[src/rtl/read_d_pkg.sv]
// read_d_pkg: shared types and constants for the read/D(i) fetch sequencer.
// Widths: AW = ROM address, DW = D(i), SW = symbol (00 A, 01 C, 10 G, 11 T).
package read_d_pkg;
  localparam int AW = 8;
  localparam int DW = 8;
  localparam int SW = 2;
  localparam logic [AW-1:0] SENTINEL_ADDR = {AW{1'b1}};
  localparam logic [SW-1:0] SYM_A = 2'b00;
  localparam logic [SW-1:0] SYM_C = 2'b01;
  localparam logic [SW-1:0] SYM_G = 2'b10;
  localparam logic [SW-1:0] SYM_T = 2'b11;
  typedef enum logic [1:0] {IDLE, FETCH, PRESENT, DONE} state_t;
  typedef struct packed {
    logic [AW-1:0] idx;
    logic [SW-1:0] sym;
    logic [DW-1:0] d;
    logic          last;
  } entry_t;
  // The i = -1 sentinel never carries ROM data, whatever the ROM holds there.
  function automatic entry_t make_entry(input logic [AW-1:0] idx, input logic [SW-1:0] sym,
                                        input logic [DW-1:0] d);
    logic last;
    last = idx == SENTINEL_ADDR;
    return '{idx: idx, sym: last ? '0 : sym, d: last ? '0 : d, last: last};
  endfunction
endpackage

[src/rtl/read_d_fetch_seq_skid_buf.sv]
// read_d_skid_buf: 2-entry valid/ready buffer between the ROM fetch stage and the search core.
// Ports: clk, rst (async, active high), flush (drops both entries),
//        in_valid/in_ready/in_data (push side), out_valid/out_ready/out_data (pop side).
module read_d_skid_buf import read_d_pkg::*; (
  input  logic   clk,
  input  logic   rst,
  input  logic   flush,
  input  logic   in_valid,
  output logic   in_ready,
  input  entry_t in_data,
  output logic   out_valid,
  input  logic   out_ready,
  output entry_t out_data
);
  entry_t mem [2];
  logic rd, wr, push, pop;
  logic [1:0] count;
  // A full buffer still accepts when the head leaves in the same cycle, which keeps 1 entry/cycle.
  assign in_ready = count != 2'd2 || out_ready;
  assign out_valid = count != 2'd0;
  assign out_data = mem[rd];
  assign push = in_valid && in_ready;
  assign pop = out_valid && out_ready;
  always_ff @(posedge clk or posedge rst) begin
    if (rst) begin
      mem[0] <= '0;
      mem[1] <= '0;
      rd <= 1'b0;
      wr <= 1'b0;
      count <= 2'd0;
    end else if (flush) begin
      rd <= 1'b0;
      wr <= 1'b0;
      count <= 2'd0;
    end else begin
      if (push) mem[wr] <= in_data;
      wr <= wr ^ push;
      rd <= rd ^ pop;
      count <= count + 2'(push) - 2'(pop);
    end
  end
endmodule

[src/rtl/read_d_fetch_seq.sv]
// read_d_fetch_seq: walks a read from i = len-1 down to the i = -1 sentinel, streaming (i, sym, D(i)).
// Ports: clk, rst (async, active high); start/abort pulses, len; busy/done status;
//        rom_ce/rom_addr out, rom_d_i/rom_read_i in; out_valid/out_ready handshake with
//        out_idx/out_sym/out_d/out_last payload.
// Build option READ_D_PREFETCH_EN: 2-entry skid buffer, fetch overlaps presentation (1 entry/cycle).
module read_d_fetch_seq import read_d_pkg::*; (
  input  logic          clk,
  input  logic          rst,
  input  logic          start,
  input  logic          abort,
  input  logic [AW-1:0] len,
  output logic          busy,
  output logic          done,
  output logic          rom_ce,
  output logic [AW-1:0] rom_addr,
  input  logic [DW-1:0] rom_d_i,
  input  logic [SW-1:0] rom_read_i,
  output logic          out_valid,
  input  logic          out_ready,
  output logic [AW-1:0] out_idx,
  output logic [SW-1:0] out_sym,
  output logic [DW-1:0] out_d,
  output logic          out_last
);
  state_t state, state_n, present_nx;
  logic [AW-1:0] cnt;
  logic hs, fetch_adv, cnt_dec;
  entry_t fetched, head;
  assign rom_addr = cnt;
  assign fetched = make_entry(cnt, rom_read_i, rom_d_i);
  assign {out_idx, out_sym, out_d, out_last} = head;
  assign hs = out_valid && out_ready;
  assign busy = state == FETCH || state == PRESENT;
  assign done = state == DONE;
`ifdef READ_D_PREFETCH_EN
  logic in_ready;
  read_d_skid_buf u_buf (
    .clk       (clk),
    .rst       (rst),
    .flush     (abort && busy),
    .in_valid  (state == FETCH),
    .in_ready  (in_ready),
    .in_data   (fetched),
    .out_valid (out_valid),
    .out_ready (out_ready),
    .out_data  (head)
  );
  // FETCH keeps issuing until the sentinel goes in; PRESENT only drains the buffer.
  assign rom_ce = state == FETCH && in_ready;
  assign fetch_adv = rom_ce && fetched.last;
  assign cnt_dec = rom_ce && !fetched.last;
  assign present_nx = PRESENT;
`else
  entry_t out_q;
  always_ff @(posedge clk or posedge rst) begin
    if (rst) out_q <= '0;
    else if (state == FETCH && !abort) out_q <= fetched;
  end
  assign head = out_q;
  assign out_valid = state == PRESENT;
  assign rom_ce = state == FETCH;
  assign fetch_adv = 1'b1;
  assign cnt_dec = state == PRESENT && hs && !out_q.last;
  assign present_nx = hs ? FETCH : PRESENT;
`endif
  always_comb begin
    state_n = IDLE;
    if (state == IDLE) state_n = start ? FETCH : IDLE;
    else if (state == FETCH) state_n = abort ? DONE : fetch_adv ? PRESENT : FETCH;
    else if (state == PRESENT) state_n = (abort || (hs && out_last)) ? DONE : present_nx;
  end
  always_ff @(posedge clk or posedge rst) begin
    if (rst) begin
      state <= IDLE;
      cnt <= '0;
    end else begin
      state <= state_n;
      if (state == IDLE && start) cnt <= len - AW'(1);
      else if (cnt_dec) cnt <= cnt - AW'(1);
    end
  end
endmodule

[config.mk]
export PLATFORM = sky130hd
export DESIGN_NAME = read_d_fetch_seq
export DESIGN_NICKNAME = d
export VERILOG_FILES = /design/src/rtl/read_d_pkg.sv /design/src/rtl/read_d_fetch_seq_skid_buf.sv /design/src/rtl/read_d_fetch_seq.sv
export SDC_FILE = /design/constraint.sdc
export NUM_CORES = 1
export LEC_CHECK = 0
export ABC_CLOCK_PERIOD_IN_PS = 3350
export CELL_PAD_IN_SITES_DETAIL_PLACEMENT = 1
export CELL_PAD_IN_SITES_GLOBAL_PLACEMENT = 2
export CORE_ASPECT_RATIO = 0.75
export CORE_MARGIN = 1
export CORE_UTILIZATION = 27
export CTS_CLUSTER_SIZE = 30
export DETAILED_ROUTE_END_ITERATION = 8
export HOLD_SLACK_MARGIN = 0.06
export PLACE_DENSITY_LB_ADDON = 0.1
export SKIP_LAST_GASP = 1
export SLEW_MARGIN = 20
export SYNTH_ARGS = -nofsm -noshare
export SYNTH_HDL_FRONTEND = slang
export SYNTH_SLANG_ARGS = --single-unit
export TNS_END_PERCENT = 100
[constraint.sdc]
create_clock -name clk -period 3.35 [get_ports clk]
set_input_delay 0.335 -clock clk [delete_from_list [all_inputs] [get_ports clk]]
set_output_delay 0.335 -clock clk [all_outputs]
set_load 0.05 [all_outputs]
---- Word-level counts from Yosys, hierarchy flattened ----
Cells that the tools add are included.
word-level totals
  flip-flop bits (word level) ............. 29
  input bits .............................. 23
cells by class
  add/subtract/negate cells ............... 2
  eq/ne operators ......................... 4
  muxes and demuxes ....................... 11
  reductions and logical operators ........ 12
operator list
  cell                                                 count
  2-to-1 mux 8 bit                                     3
  subtractor 8 x 1 -> 8 bit, second input constant     2
  2-to-1 mux 2 bit                                     6
  equality test 8 bit, second input constant           1
  logical AND 1 bit                                    6
  equality test 2 bit, second input constant           2
  equality test 2 x 1 -> 1 bit, second input constant  1
  logical NOT 1 bit                                    2
  logical NOT 2 bit                                    1
  logical OR 1 bit                                     2
  2-to-1 mux 1 bit                                     2
  nonzero test 2 bit                                   1

---- Depth between registers and ports, before layout ----
Gate-level depths: netlist (run 1).
  depth in word-level cells ............... 8
  gate-level depth with buffers ........... 11
  mapped depth without buffers ............ 8

---- Worst setup path before layout (run 1) ----
Ideal clock, no wire load.
  path type ............................... reg2reg
  start point ............................. register state[0]
  end point ............................... register cnt[6] (netlist: rom_addr[6])
  setup time .............................. 0.120 ns
  arrival ................................. 2.487 ns
  data required time ...................... 3.230 ns
  setup slack ............................. 0.744 ns
  cell stages (with the launch flop) ...... 12
  path buffers ............................ 3
  cells stage by stage .................... dfrtp_1 > inv_1 > ha_1 > buf_4 > nand2_1 > clkbuf_1 > a21boi_0 > ha_1 > clkbuf_1 > o221ai_1 > a2111oi_0 > and3b_1
between the ends
  cells in the longest elaborated chain, start to end .. 5
  elaborated cells on any way between the ends .. 8
  those cells by class .................... 1 x eq/ne; 1 x mux; 6 x reduce/logical
ends and longest elaborated chain
  item                                 RTL line                                        text
  from (decl)                          read_d_fetch_seq.sv:25                          state_t state, state_n, present_nx;
  from (signal assigned)               read_d_fetch_seq.sv:77                          state <= state_n;
  equality test 2 bit                  read_d_fetch_seq.sv:60, read_d_fetch_seq.sv:63
  logical AND 1 bit                    read_d_fetch_seq.sv:32                          assign hs = out_valid && out_ready;
  logical AND 1 bit (2 in a row)       read_d_fetch_seq.sv:63                          assign cnt_dec = state == PRESENT && hs && !out_q.last;
  nonzero test 2 bit (no source line)  n/a
  to (signal assigned)                 read_d_fetch_seq.sv:78                          if (state == IDLE && start) cnt <= len - AW'(1);
  to (signal assigned)                 read_d_fetch_seq.sv:79                          else if (cnt_dec) cnt <= cnt - AW'(1);
  to (decl)                            read_d_fetch_seq.sv:26                          logic [AW-1:0] cnt;
Several ways; a longest one is shown, not always the timed one.
A chain may end at the register's enable or synchronous reset.

---- Worst setup path after layout (run 1) ----
  start point ............................. register state[1]
  end point ............................... register cnt[6] (netlist: rom_addr[6])
Same word-level chain as after synthesis.

==> results.cfg, run 1 <==
[die]
die_x_um = 91.1
die-area_um2 = 6270
die_y_um = 68.8
pin_count = 54
initial_core_util_pct = 29.1
coreArea_um2 = 5530
num_rows = 23

[synth]
avgSynthCellArea_um2 = 9.92
syn_nets = 190
yosys_register_bits = 29
synth_edf_count = 0
synth_top_family_by_area = compound AO/OA/AOI/OAI gates
synthAdderAreaFrac_pct = 3.89
synth_mux_area_share_pct = 3.35
syn-cell-area_um2 = 1610
synth-compound-area-share_pct = 23.8
synthArstFlopShare_pct = 100
synth-seq-area-share_pct = 45.2
netlist-cell-type-count = 40
syn_inst = 162
synth-simple-area-share_pct = 14.6
synthXorXnorAreaFrac_pct = 0
yosys_warnings = 0
ys.flop_type = dfrtp_1

[flow_run]
cap_viol_max_count = 0

[detailed_routing]
vias = 1402
drt-total-wl_um = 4810
ant_nets = 0
firstDrtPassIters = 4
drc_errors = 0
routedWlPerCell_um = 16.9
wl_met2_um = 2260
routed.top_layer = met4
wirelength_met1_um = 2360
wl_met3_um = 166
drt_iter0_drc = 42
vias_per_cell = 4.94

[worst_setup_path]
r2r_setup_slack_ns = 0.58
crit_arrival_ns = 2.94
worst_r2r_endpoint = rom_addr[6]
path_class = reg -> reg
critPathMaxFanout = 13
cp.required_ns = 3.52
cp-end-kind = flop
r2r-start = state[1]
startpoint_type = flop
r2r_cells = 8

[timing]
skew_ns = 0.00745
setup_tns_ns = 0
min_period_over_period_pct = 82.8
hold_viol = 0
relSlewSlack_pct = 46.1
layout_min_cycle_time_ns = 2.77
tightest_slew_ns = 0.805
setup_viol = 0
fmax_mhz = 360
rsz0062_at_grt = false
slew_violations = 0

[global_route]
antenna_found_initial = 0
globalRoute.totalOverflow = 0
grt_pass1_vias = 1536
grt_max_degree = 30
grt_pass1_wl_um = 7930
gr-usage-all-layers_pct = 16.7

[clock_tree]
worstSkewPairLatency_ns = 0.28
clk_pin_slew_worst_paths_ns = 0.07
numCtsBuffers = 5
cts_buffer_depth = 2
holdBufCountCts = 0
clockRootBuffer = clkbuf_8
cts_setup_buffers = 0
post_cts_resized = 0
cts_sinks = 29
cts_tree = yes
htreeDepth = 2

[cells_and_area]
fin_nets = 236
mostFrequentLayoutCell = clkdlybuf4s50_1
area_delta_synth_final_pct = 40.4
post-route-cell-area_um2 = 2260
antenna_cells = 0
drive_above_1_share_pct = 9.57
final_cell_mix = clkdlybuf4s50_1 (53), dfrtp_1 (29), nor2_1 (15), nand2_1 (14), inv_1 (11)

[placed_design]
dp_hpwl_um = 3540
portBuffers = 53
place_area_um2 = 2150
gp_congestion = 0.786

[min_path]
hold_class = in -> async

[power]
leakage_nw = 0.939
ir_worst_vdd_mv = 0.528
powerDensity_nw_per_um2 = 1160

[status]
status = finished clean
## where the power goes
part,switching (W),internal (W),leakage [nW],total (W)
registers,0.000161,0.000518,0.351,0.000679
logic,0.00106,0.000557,0.533,0.00162
clock network,0.000134,0.000185,0.0542,0.000319
total,0.00135,0.00126,0.939,0.00261
## cells in the mapped netlist, drive strengths merged (5+ instances only)
cell	count	area [um2]
a211oi	6	55.1
a22o	10	87.6
buf	11	80.1
clkbuf	7	26.3
dfrtp	29	726
ha	5	62.6
inv	11	41.3
nand2	14	52.6
nor2	15	56.3
o21ai	10	50.1
## registers in the layout (all words and copies together), names as in the netlist
register  count
out_d         8
out_idx       8
out_last      1
out_sym       2
rom_addr      8
state         2
## stage by stage
step	hold WS (ns)	util (%)	setup slack (ns)	std cells	total power (W)
final	0.442	40.8	0.576	284	0.00261
after global routing	0.476	40.8	0.270	284	0.00279
after CTS	0.452	40.8	0.592	284	0.00264
after detailed placement	0.470	39.0	0.512	276	0.00231
after global placement	0.461	39.0	0.706	276	0.00227
after floorplan	0.413	-	0.744	162	0.00183
## layer usage
metal  vias up  track usage, %
met1       692            21.8
met2        27            28.7
met5         -               0
met4         0            3.97
met3         4            3.84
li1        679               -
## final cells by class
class                   instances  area, um2
inverters                      11       41.3
clock inverters                 1       5.00
multi-input cells             104        733
fillers                       646       3270
repair buffers                 57        561
flip-flops and latches         29        726
clock buffers                   7       96.3
well taps                      75       93.8
## worst max-delay path: stages (launching register included)
cell and delay (ns):
dfrtp_1 0.42, inv_1 0.10, ha_1 0.46, nand2_1 0.13, a21boi_0 0.28, ha_1 0.38, o221ai_1 0.23, a2111oi_0 0.44
and3b_1 0.22
## cells by family after synthesis
group,Yosys count
flip-flops,29
AND/OR/NAND/NOR,45
adder cells (fa/ha/maj),5
multiplexers,5
AO/OA/AOI/OAI,49
buffers and inverters,29
## worst max-delay path by stage
stage | startpoint | endpoint | slack, ns | cells after the start
2_1_floorplan | state[0] | rom_addr[6] | 0.74 | 11
4_1_cts | state[1] | rom_addr[6] | 0.59 | 8
3_3_place_gp | start | rom_addr[6] | 0.71 | 7
3_5_place_dp | start | rom_addr[6] | 0.51 | 7
5_1_grt | state[1] | rom_addr[6] | 0.27 | 8
6_report | state[1] | rom_addr[6] | 0.58 | 8
(Power assumes the default switching activity.)
==> run 2: changes to the inputs <==
Settings changed: ABC_CLOCK_PERIOD_IN_PS 3350 to 2250, CORE_UTILIZATION 27 to 24.
Clock period 3.35 ns to 2.25 ns, I/O delays scaled along.
==> run 2 against run 1 <==
Count of clock-buffer cells in the layout unchanged. Non-clock buffer count up 5. Clock skew is 0.0036 ns lower. Total power grew 51%. Die area is 12% higher. Register-to-register slack worse by 0.44 ns. Sequential share of layout area down 0.88 points. Global-route usage shrank 1.1 points. Cell count increased by 3.5%. First-iteration DRC count up 29%. Worst hold slack got worse by 0.12 ns. Clock power increased by 39%.
==> results.cfg, run 2 (synthesis gave the netlist of run 1 again) <==
[power]
p_clk_share_pct = 11.2
ir_worst_vdd_mv = 0.463
leakage_nw = 0.953
total_power_w = 0.00396
seq_power_share_pct = 25.7
powerDensity_nw_per_um2 = 1710
p_switching_w = 0.00205
p_comb_share_pct = 63.1
switching_share_pct = 51.9
p_int_w = 0.00190

[min_path]
hold_class = in -> async

[worst_setup_path]
crit_path_top_delay_cell = dfrtp_1
r2r_cells = 8
slowest_delay_ns = 0.43
cp-end-kind = flop
r2r-start = state[1]
path_class = reg -> reg
startpoint_type = flop
worst_r2r_endpoint = rom_addr[6]
crit_arrival_ns = 2.29
critical-path-top-delay-family = compound AO/OA/AOI/OAI gates
cp.required_ns = 2.42
r2r_setup_slack_ns = 0.13
crit_chain = inv_2, ha_4, and2_1, mux2i_1, ha_2, o221ai_2, a2111oi_2, and3b_1
critPathMaxFanout = 8
path_buf_inv = 1

[global_route]
gr-usage-all-layers_pct = 15.6
globalRoute.totalOverflow = 0
antenna_found_initial = 0
grt_pass1_wl_um = 8080
grt_pass1_vias = 1577
grt_max_degree = 30

[detailed_routing]
drt-total-wl_um = 5030
drc_errors = 0
wl_met3_um = 231
vias = 1473
wirelength_met1_um = 2360
wl_met2_um = 2330
routed.top_layer = met4
routedWlPerCell_um = 17.1
firstDrtPassIters = 4
drt_iter0_drc = 54
vias_per_cell = 5.01
ant_nets = 0

[timing]
hold_viol = 0
fmax_mhz = 472
fin_ws_ns = 0.132
layout_min_cycle_time_ns = 2.12
skew_ns = 0.00382
slew_violations = 0
tightest_slew_ns = 0.764
min_period_over_period_pct = 94.2
setup_viol = 0
relSlewSlack_pct = 48.9

[die]
die-area_um2 = 7030
die_y_um = 72.9
num_rows = 25
die_x_um = 96.5
initial_core_util_pct = 25.2
coreArea_um2 = 6380
pin_count = 54

[clock_tree]
cts_buffer_depth = 2
clockRootBuffer = clkbuf_8
htreeDepth = 2
clk_pin_slew_worst_paths_ns = 0.06
worstSkewPairLatency_ns = 0.28
cts_tree = yes
holdBufCountCts = 0
numCtsBuffers = 5
cts_sinks = 29

[placed_design]
place_area_um2 = 2210
pre_cts_slack_ns = 0.0123
gp_congestion = 0.822
portBuffers = 53
placed_cells = 287
dp_hpwl_um = 3710

[cells_and_area]
fin_nets = 241
final_cell_mix = clkdlybuf4s50_1 (53), dfrtp_1 (29), nor2_1 (15), nand2_1 (13)
antenna_cells = 0
post-route-cell-area_um2 = 2320
mostFrequentLayoutCell = clkdlybuf4s50_1
instances_no_fill = 294
area_delta_synth_final_pct = 44.4
drive_above_1_share_pct = 14.6

[flow_run]
cap_viol_max_count = 0

[status]
status = finished clean
## run 2: cell types whose count changed in the layout (fill, tap and decap cells not counted), sizes merged
cell / change
clkinv: -1
buf: +5
## run 2: worst max-delay path by stage
stage	from	endpoint	cells after the start
6_report	state[1]	rom_addr[6]	8
4_1_cts	state[0]	rom_addr[6]	8
3_5_place_dp	start	rom_addr[6]	8
3_3_place_gp	start	rom_addr[6]	7
2_1_floorplan	state[0]	rom_addr[6]	11
5_1_grt	state[1]	rom_addr[6]	8
## run 2: power by group through the flow
stage	combinational [W]	clock [W]	sequential, W
floorplan	0.00125	0	0.00150
global placement	0.00243	0	0.00101
detailed placement	0.00247	0	0.00103
CTS	0.00248	0.000461	0.00102
global route	0.00266	0.000473	0.00106
finish	0.00250	0.000442	0.00102
## run 2: timing repair
| action | CTS | global route |
|---|---|---|
| endpoints found under the setup margin | 0 | 4 |
| resized for setup | 0 | 7 |
| buffers inserted | 0 | 0 |
## run 2: per-layer routing
metal | vias to the layer above | GRT usage, %
li1 | 684 | -
met5 | - | 0
met3 | 10 | 3.54
met4 | 0 | 6.05
met1 | 739 | 20.7
met2 | 40 | 24.5
## run 2: worst reg2reg max path: cells and delay by family (launching register included)
kind / cells / cell delay, ns
buffers and inverters: 1 / 0.11
AND/OR/NAND/NOR: 2 / 0.39
flip-flops: 1 / 0.43
adder cells (fa/ha/maj): 2 / 0.41
AO/OA/AOI/OAI: 2 / 0.47
multiplexers: 1 / 0.21
## run 2: area by class of cell
class | count | area (um2)
clock buffers | 7 | 86.3
fillers | 751 | 4060
inverters | 11 | 41.3
multi-input cells | 104 | 767
flip-flops and latches | 29 | 726
well taps | 81 | 101
repair buffers | 62 | 598
## run 2: per-stage QoR
stage	TNS (ns)	hold WS (ns)	utilization [%]
floorplan	0	0.303	-
global placement	0	0.460	34.6
detailed placement	0	0.475	34.6
CTS	0	0.342	36.0
global route	-0.00304	0.379	36.4
finish	0	0.325	36.4
